### config.mk
export PLATFORM = sky130hd
export DESIGN_NAME = serial_sub
export DESIGN_NICKNAME = d
export VERILOG_FILES = /design/src/rtl/serial_sub_pkg.sv /design/src/rtl/serial_sub_fs_cell.sv /design/src/rtl/serial_sub.sv
export SDC_FILE = /design/constraint.sdc
export NUM_CORES = 1
export LEC_CHECK = 0
export CORE_ASPECT_RATIO = 0.75
export CORE_UTILIZATION = 52
export CTS_BUF_LIST = sky130_fd_sc_hd__clkbuf_8
export CTS_CLUSTER_DIAMETER = 100
export DETAILED_ROUTE_END_ITERATION = 8
export GPL_ROUTABILITY_DRIVEN = 0
export GPL_TIMING_DRIVEN = 0
export PLACE_DENSITY = 0.88
export SLEW_MARGIN = 5
export SYNTH_ARGS = -nofsm -noshare
export SYNTH_HDL_FRONTEND = slang
export SYNTH_SLANG_ARGS = --single-unit
### constraint.sdc
create_clock -name clk -period 1.7 [get_ports clk]
set_input_delay 0.51 -clock clk [delete_from_list [all_inputs] [get_ports clk]]
set_output_delay 0.51 -clock clk [all_outputs]
set_load 0.01 [all_outputs]
### src/rtl/serial_sub_pkg.sv
// Shared types and sizing helpers for the bit-serial subtractor.
package serial_sub_pkg;

  typedef enum logic {
    IDLE = 1'b0,
    RUN  = 1'b1
  } state_e;

  // A single-bit operand still needs a 1-bit counter.
  function automatic int cnt_width(input int w);
    return (w > 1) ? $clog2(w) : 1;
  endfunction

endpackage

### src/rtl/serial_sub_fs_cell.sv
// Combinational full-subtractor cell: d = x - y - bi, with borrow-out bo.
module fs_cell (
  input  logic x,
  input  logic y,
  input  logic bi,
  output logic d,
  output logic bo
);

  assign d  = x ^ y ^ bi;
  assign bo = (~x & y) | (~(x ^ y) & bi);

endmodule

### src/rtl/serial_sub.sv
// Bit-serial W-bit subtractor: one fs_cell, LSB first, one bit per clock.
// Handshake: start is sampled only while busy = 0; done pulses for one cycle
// on the edge where busy falls, and diff/bout hold until the next completion.
module serial_sub
  import serial_sub_pkg::*;
#(
  parameter int W = 4
) (
  input  logic         clk,
  input  logic         rst,
  input  logic         start,
  input  logic [W-1:0] a,
  input  logic [W-1:0] b,
  input  logic         bin,
  output logic         busy,
  output logic         done,
  output logic [W-1:0] diff,
  output logic         bout
);

  localparam int CW = cnt_width(W);

  state_e         state_q;
  logic [W-1:0]   sa_q;
  logic [W-1:0]   sb_q;
  logic [W-1:0]   res_q;
  logic [W-1:0]   res_d;
  logic [W-1:0]   diff_q;
  logic           br_q;
  logic           bout_q;
  logic           done_q;
  logic [CW-1:0]  cnt_q;
  logic           cell_d;
  logic           cell_bo;
  logic           last_bit;

  fs_cell u_cell (
    .x  (sa_q[0]),
    .y  (sb_q[0]),
    .bi (br_q),
    .d  (cell_d),
    .bo (cell_bo)
  );

  // New bit enters at the MSB so the LSB-first result lands in place after W shifts.
  assign res_d    = (res_q >> 1) | (W'(cell_d) << (W - 1));
  assign last_bit = (cnt_q == CW'(W - 1));

  always_ff @(posedge clk or posedge rst) begin
    if (rst) begin
      state_q <= IDLE;
      sa_q    <= '0;
      sb_q    <= '0;
      res_q   <= '0;
      diff_q  <= '0;
      br_q    <= 1'b0;
      bout_q  <= 1'b0;
      done_q  <= 1'b0;
      cnt_q   <= '0;
    end else begin
      case (state_q)
        IDLE: begin
          done_q <= 1'b0;
          if (start) begin
            sa_q    <= a;
            sb_q    <= b;
            br_q    <= bin;
            res_q   <= '0;
            cnt_q   <= '0;
            state_q <= RUN;
          end
        end
        RUN: begin
          sa_q  <= sa_q >> 1;
          sb_q  <= sb_q >> 1;
          br_q  <= cell_bo;
          res_q <= res_d;
          cnt_q <= cnt_q + CW'(1);
          if (last_bit) begin
            state_q <= IDLE;
            done_q  <= 1'b1;
            diff_q  <= res_d;
            bout_q  <= cell_bo;
          end
        end
        default: state_q <= IDLE;
      endcase
    end
  end

  assign busy = (state_q == RUN);
  assign done = done_q;
  assign diff = diff_q;
  assign bout = bout_q;

endmodule

==> out/results.env, run 1 <==
RUN_STATUS='complete, no violations'
PLACEMENTROWS=12
CELLLEAKAGEPOWER_nW=0.590
SYN_AREA_UM2=937
IRDROPWORSTVDD_mV=1.00
SYNTHDISTINCTLIBCELLS=20
CP_CELL_SEQUENCE='clkdlybuf4s50_1'
TIMING.FINAL.CRIT_SHARE_PCT=97.6
CTSHTREEMAXLEVEL=1
CPMAXSTAGEDELAYCELL='clkdlybuf4s50_1'
YOSYS-TOP-CELLS-AREA='dfrtp_1 (56%), mux2i_1 (12%), mux2_4 (6.4%), nand2_1 (3.6%), o21ai_0 (3.2%)'
CPLARGESTDELAYFAMILY='buffers and inverters'
SYNTH_FLOP_CELL='dfrtp_1'
CORE_REGION_AREA_UM2=1580
FINAL_NETS=113
DRT-PASS1-ITER-COUNT=4
DIE_X_UM=51.0
CTS_TREE='yes'
DESIGN.PORTCOUNT=19
DRTANTENNAVIOLNETS=0
FILLERS=112
FINAL-SEQ-AREA_UM2=526
CRITPATHMAXFANOUT=2
SYNTH-EDFF-COUNT=0
ACHIEVABLE-FREQUENCY_MHz=603
FINALWORSTPATHREQUIREDPERIOD_NS=1.66
SYNTH-SEQ-AREA-SHARE_PCT=56.1
REGTOREGSTARTPOINT='sb_q[0]'
FLOORPLAN.INITIALDENSITY_PCT=59.4
HPWL_UM=1180
P_TOTAL_mW=2.01
TYPE_OF_DESTINATION_OF_THE_CRITICAL_PATH='output pin'
CTS_HOLD_REPAIR.BUFFERS=0
BUFFER_PORTS.INSERTED=17
CRITPATHLAUNCHTYPE='flop'
DRT-TOTAL-WL_UM=1650
COUNT_OF_BUFFER_AND_INVERTER_CELLS_ON_THE_CRITICAL_PATH=1
CTS_MADE_BUFFERS=3
LAYOUT-DRIVE-GT1-SHARE_PCT=12.2
SYNTH_NETS=91
FINAL_MAX_SLEW_VIOL_COUNT=0
MAXCAP_VIOL_COUNT=0
POST-CTS-SETUP-BUFFER-COUNT=0
TIMING.FINAL.SETUP_VIOLATIONS=0
FLOW.AREA_GROWTH_FROM_SYNTHESIS_PCT=26.2
FIRST_GLOBAL_VIAS=604
GRT_USAGE_PCT=21.5
POSTSYNTH.ASYNCRESETSHARE_PCT=100
LARGEST_NET_DEGREE_AT_THE_START_OF_GLOBAL_ROUTING=22
GRT_SETUP_UNREPAIRED='no'
CP_DATA_REQUIRED_TIME_NS=1.19
GRT_FIRST_PASS_WIRELENGTH_UM=2840
GR-TOTAL-OVERFLOW=0
DR.FIRST_ITER.DRC_COUNT=13
MAX-SLEW-MARGIN-REL_PCT=47.7
SYNTH_TOP_AREA_SHARE_PCT=56.1
DETAIL_ROUTE.WL_PER_CELL_UM=13.9
CELLPOWERDENSITY_nW_PER_UM2=1700
GRT_ANTENNA_BEFORE_REPAIR=0
TIMING_WORST_SLEW_PIN_VALUE_NS=0.784
SYNTH_WARNINGS=0
VIAS=601
DIE-AREA_UM2=1980
CLK_TRANSITION_REPORTED_PATHS_NS=0.07
SETUP-TNS-FINAL_NS=0
POST_DRT_VIA_CELL_RATIO=5.05
CLK_LATENCY_NS=0.26
NUMBER_OF_STORAGE_ELEMENTS_IN_THE_SYNTHESIS_NETLIST=21
WORST_HOLD_PATH_TYPE='flop to flop'
DRC_ERRORS=0
CHIPHEIGHT_UM=38.8
MULTI_INPUT_COMB_AREA_UM2=362
CRITPATHKIND='flop to output pin'
SYN_AVG_CELL_AREA_UM2=12.2
CLK_PATH_BUF_DEPTH=2
CP_DATA_ARRIVAL_TIME_NS=1.15
CELL_AT_THE_ROOT_OF_THE_CLOCK_TREE='clkbuf_8'
HP-START='sb_q[2]'
CRIT_PATH_MAX_INCR_DELAY_NS=0.53
NETLIST_INSTANCES=77
NUMCLOCKSINKS=21
YOSYS.AREA.TOP_TYPE='dfrtp_1'
FINAL_ANTENNA_DIODE_COUNT=0
CLOCK_SKEW_NS=0.00146
FINALHOLDVIOLATIONS=0
CP-STARTPOINT='bout'
## cells in the mapped netlist (all sizes together), types with 2 or more instances
master	number
dfrtp	21
mux2i	11
nand2	10
o21ai	9
buf	4
mux2	4
nand2b	4
inv	3
nor2	3
a21oi	2
## where the power goes
part	internal [mW]	switching [mW]
Sequential	0.717	0.134
Clock	0.161	0.159
Combinational	0.462	0.373
Total	1.34	0.666
## flip-flops by register name (all words and copies together) (netlist names)
| signal | count |
|---|---|
| res_q | 3 |
| bout | 1 |
| sa_q | 4 |
| cnt_q | 2 |
| busy | 1 |
| done | 1 |
| sb_q | 4 |
| diff | 4 |
| br_q | 1 |
## logic make-up after synthesis
group | share of synthesized area [%]
fa+ha+maj | 3.47
flops | 56.1
simple gates | 8.68
mux | 18.2
buf+inv | 5.34
compound gates | 8.28
## cell usage in the layout, fill, tap and decap left out, types with 2 or more instances in the layout
cell,netlist,final
dlymetal6s2s_1,0,2
inv_1,3,4
dfrtp_1,21,21
mux2_4,4,4
nor2_1,3,3
mux2i_1,11,11
clkdlybuf4s50_1,0,14
o21ai_0,6,6
nand2b_1,4,4
nand2_1,9,9
clkbuf_8,0,3
o21ai_1,3,3
buf_6,2,2
a21oi_1,2,2
## final timing paths
check,slack [ns],end,cells after the start
min,0.49,sb_q[1],2
max reg2reg,0.39,diff[3],3
min in group asynchronous,0.69,diff[3],2
max,0.04,bout,1
max in group asynchronous,0.53,diff[2],2
min reg2reg,0.49,sb_q[1],2
## timing repair
action                     in CTS  in global routing
gates resized for setup         1                  2
hold endpoints to repair        0                  0
setup endpoints to repair       1                  2
## final cells by class
cell class	instances	share of cell area [%]
plain buffers	5	3.28
clock buffers	3	3.49
clock inverters	1	0.317
inverters	3	0.952
multi-input cells	48	30.6
flip-flops and latches	21	44.4
well taps	21	2.22
repair buffers	17	14.7
## metal layers
layer	global-route usage, %	routed length, um
met5	0	0
met4	8.33	18
met3	8.24	95
met2	34.9	764
met1	26.3	772
## per-stage QoR
stage,setup WS [ns],utilization [%],instance area (um2),hold WS [ns],cells
after global placement,0.196,71.9,1130,0.463,115
after floorplan,0.461,-,937,0.452,77
after detailed placement,0.171,71.9,1130,0.473,115
after global routing,0.000515,75.0,1180,0.518,119
final,0.0415,75.0,1180,0.489,119
after CTS,0.00919,74.7,1180,0.491,119
Power figures use the tool's default switching activity.
==> run 2, diff against run 1 <==
--- a/config.mk
+++ b/config.mk
@@ -17,3 +17,4 @@
 export SYNTH_ARGS = -nofsm -noshare
 export SYNTH_HDL_FRONTEND = slang
 export SYNTH_SLANG_ARGS = --single-unit
+export TNS_END_PERCENT = 10
==> results of run 2 <==
Same layout as run 1: the final DEF is identical, and so are final timing and power.
==> run 3, diff against run 2 <==
--- a/config.mk
+++ b/config.mk
@@ -5,6 +5,7 @@
 export SDC_FILE = /design/constraint.sdc
 export NUM_CORES = 1
 export LEC_CHECK = 0
+export ABC_CLOCK_PERIOD_IN_PS = 1700
 export CORE_ASPECT_RATIO = 0.75
 export CORE_UTILIZATION = 52
 export CTS_BUF_LIST = sky130_fd_sc_hd__clkbuf_8
==> results of run 3 <==
Same layout as run 1: the final DEF is identical, and so are final timing and power.
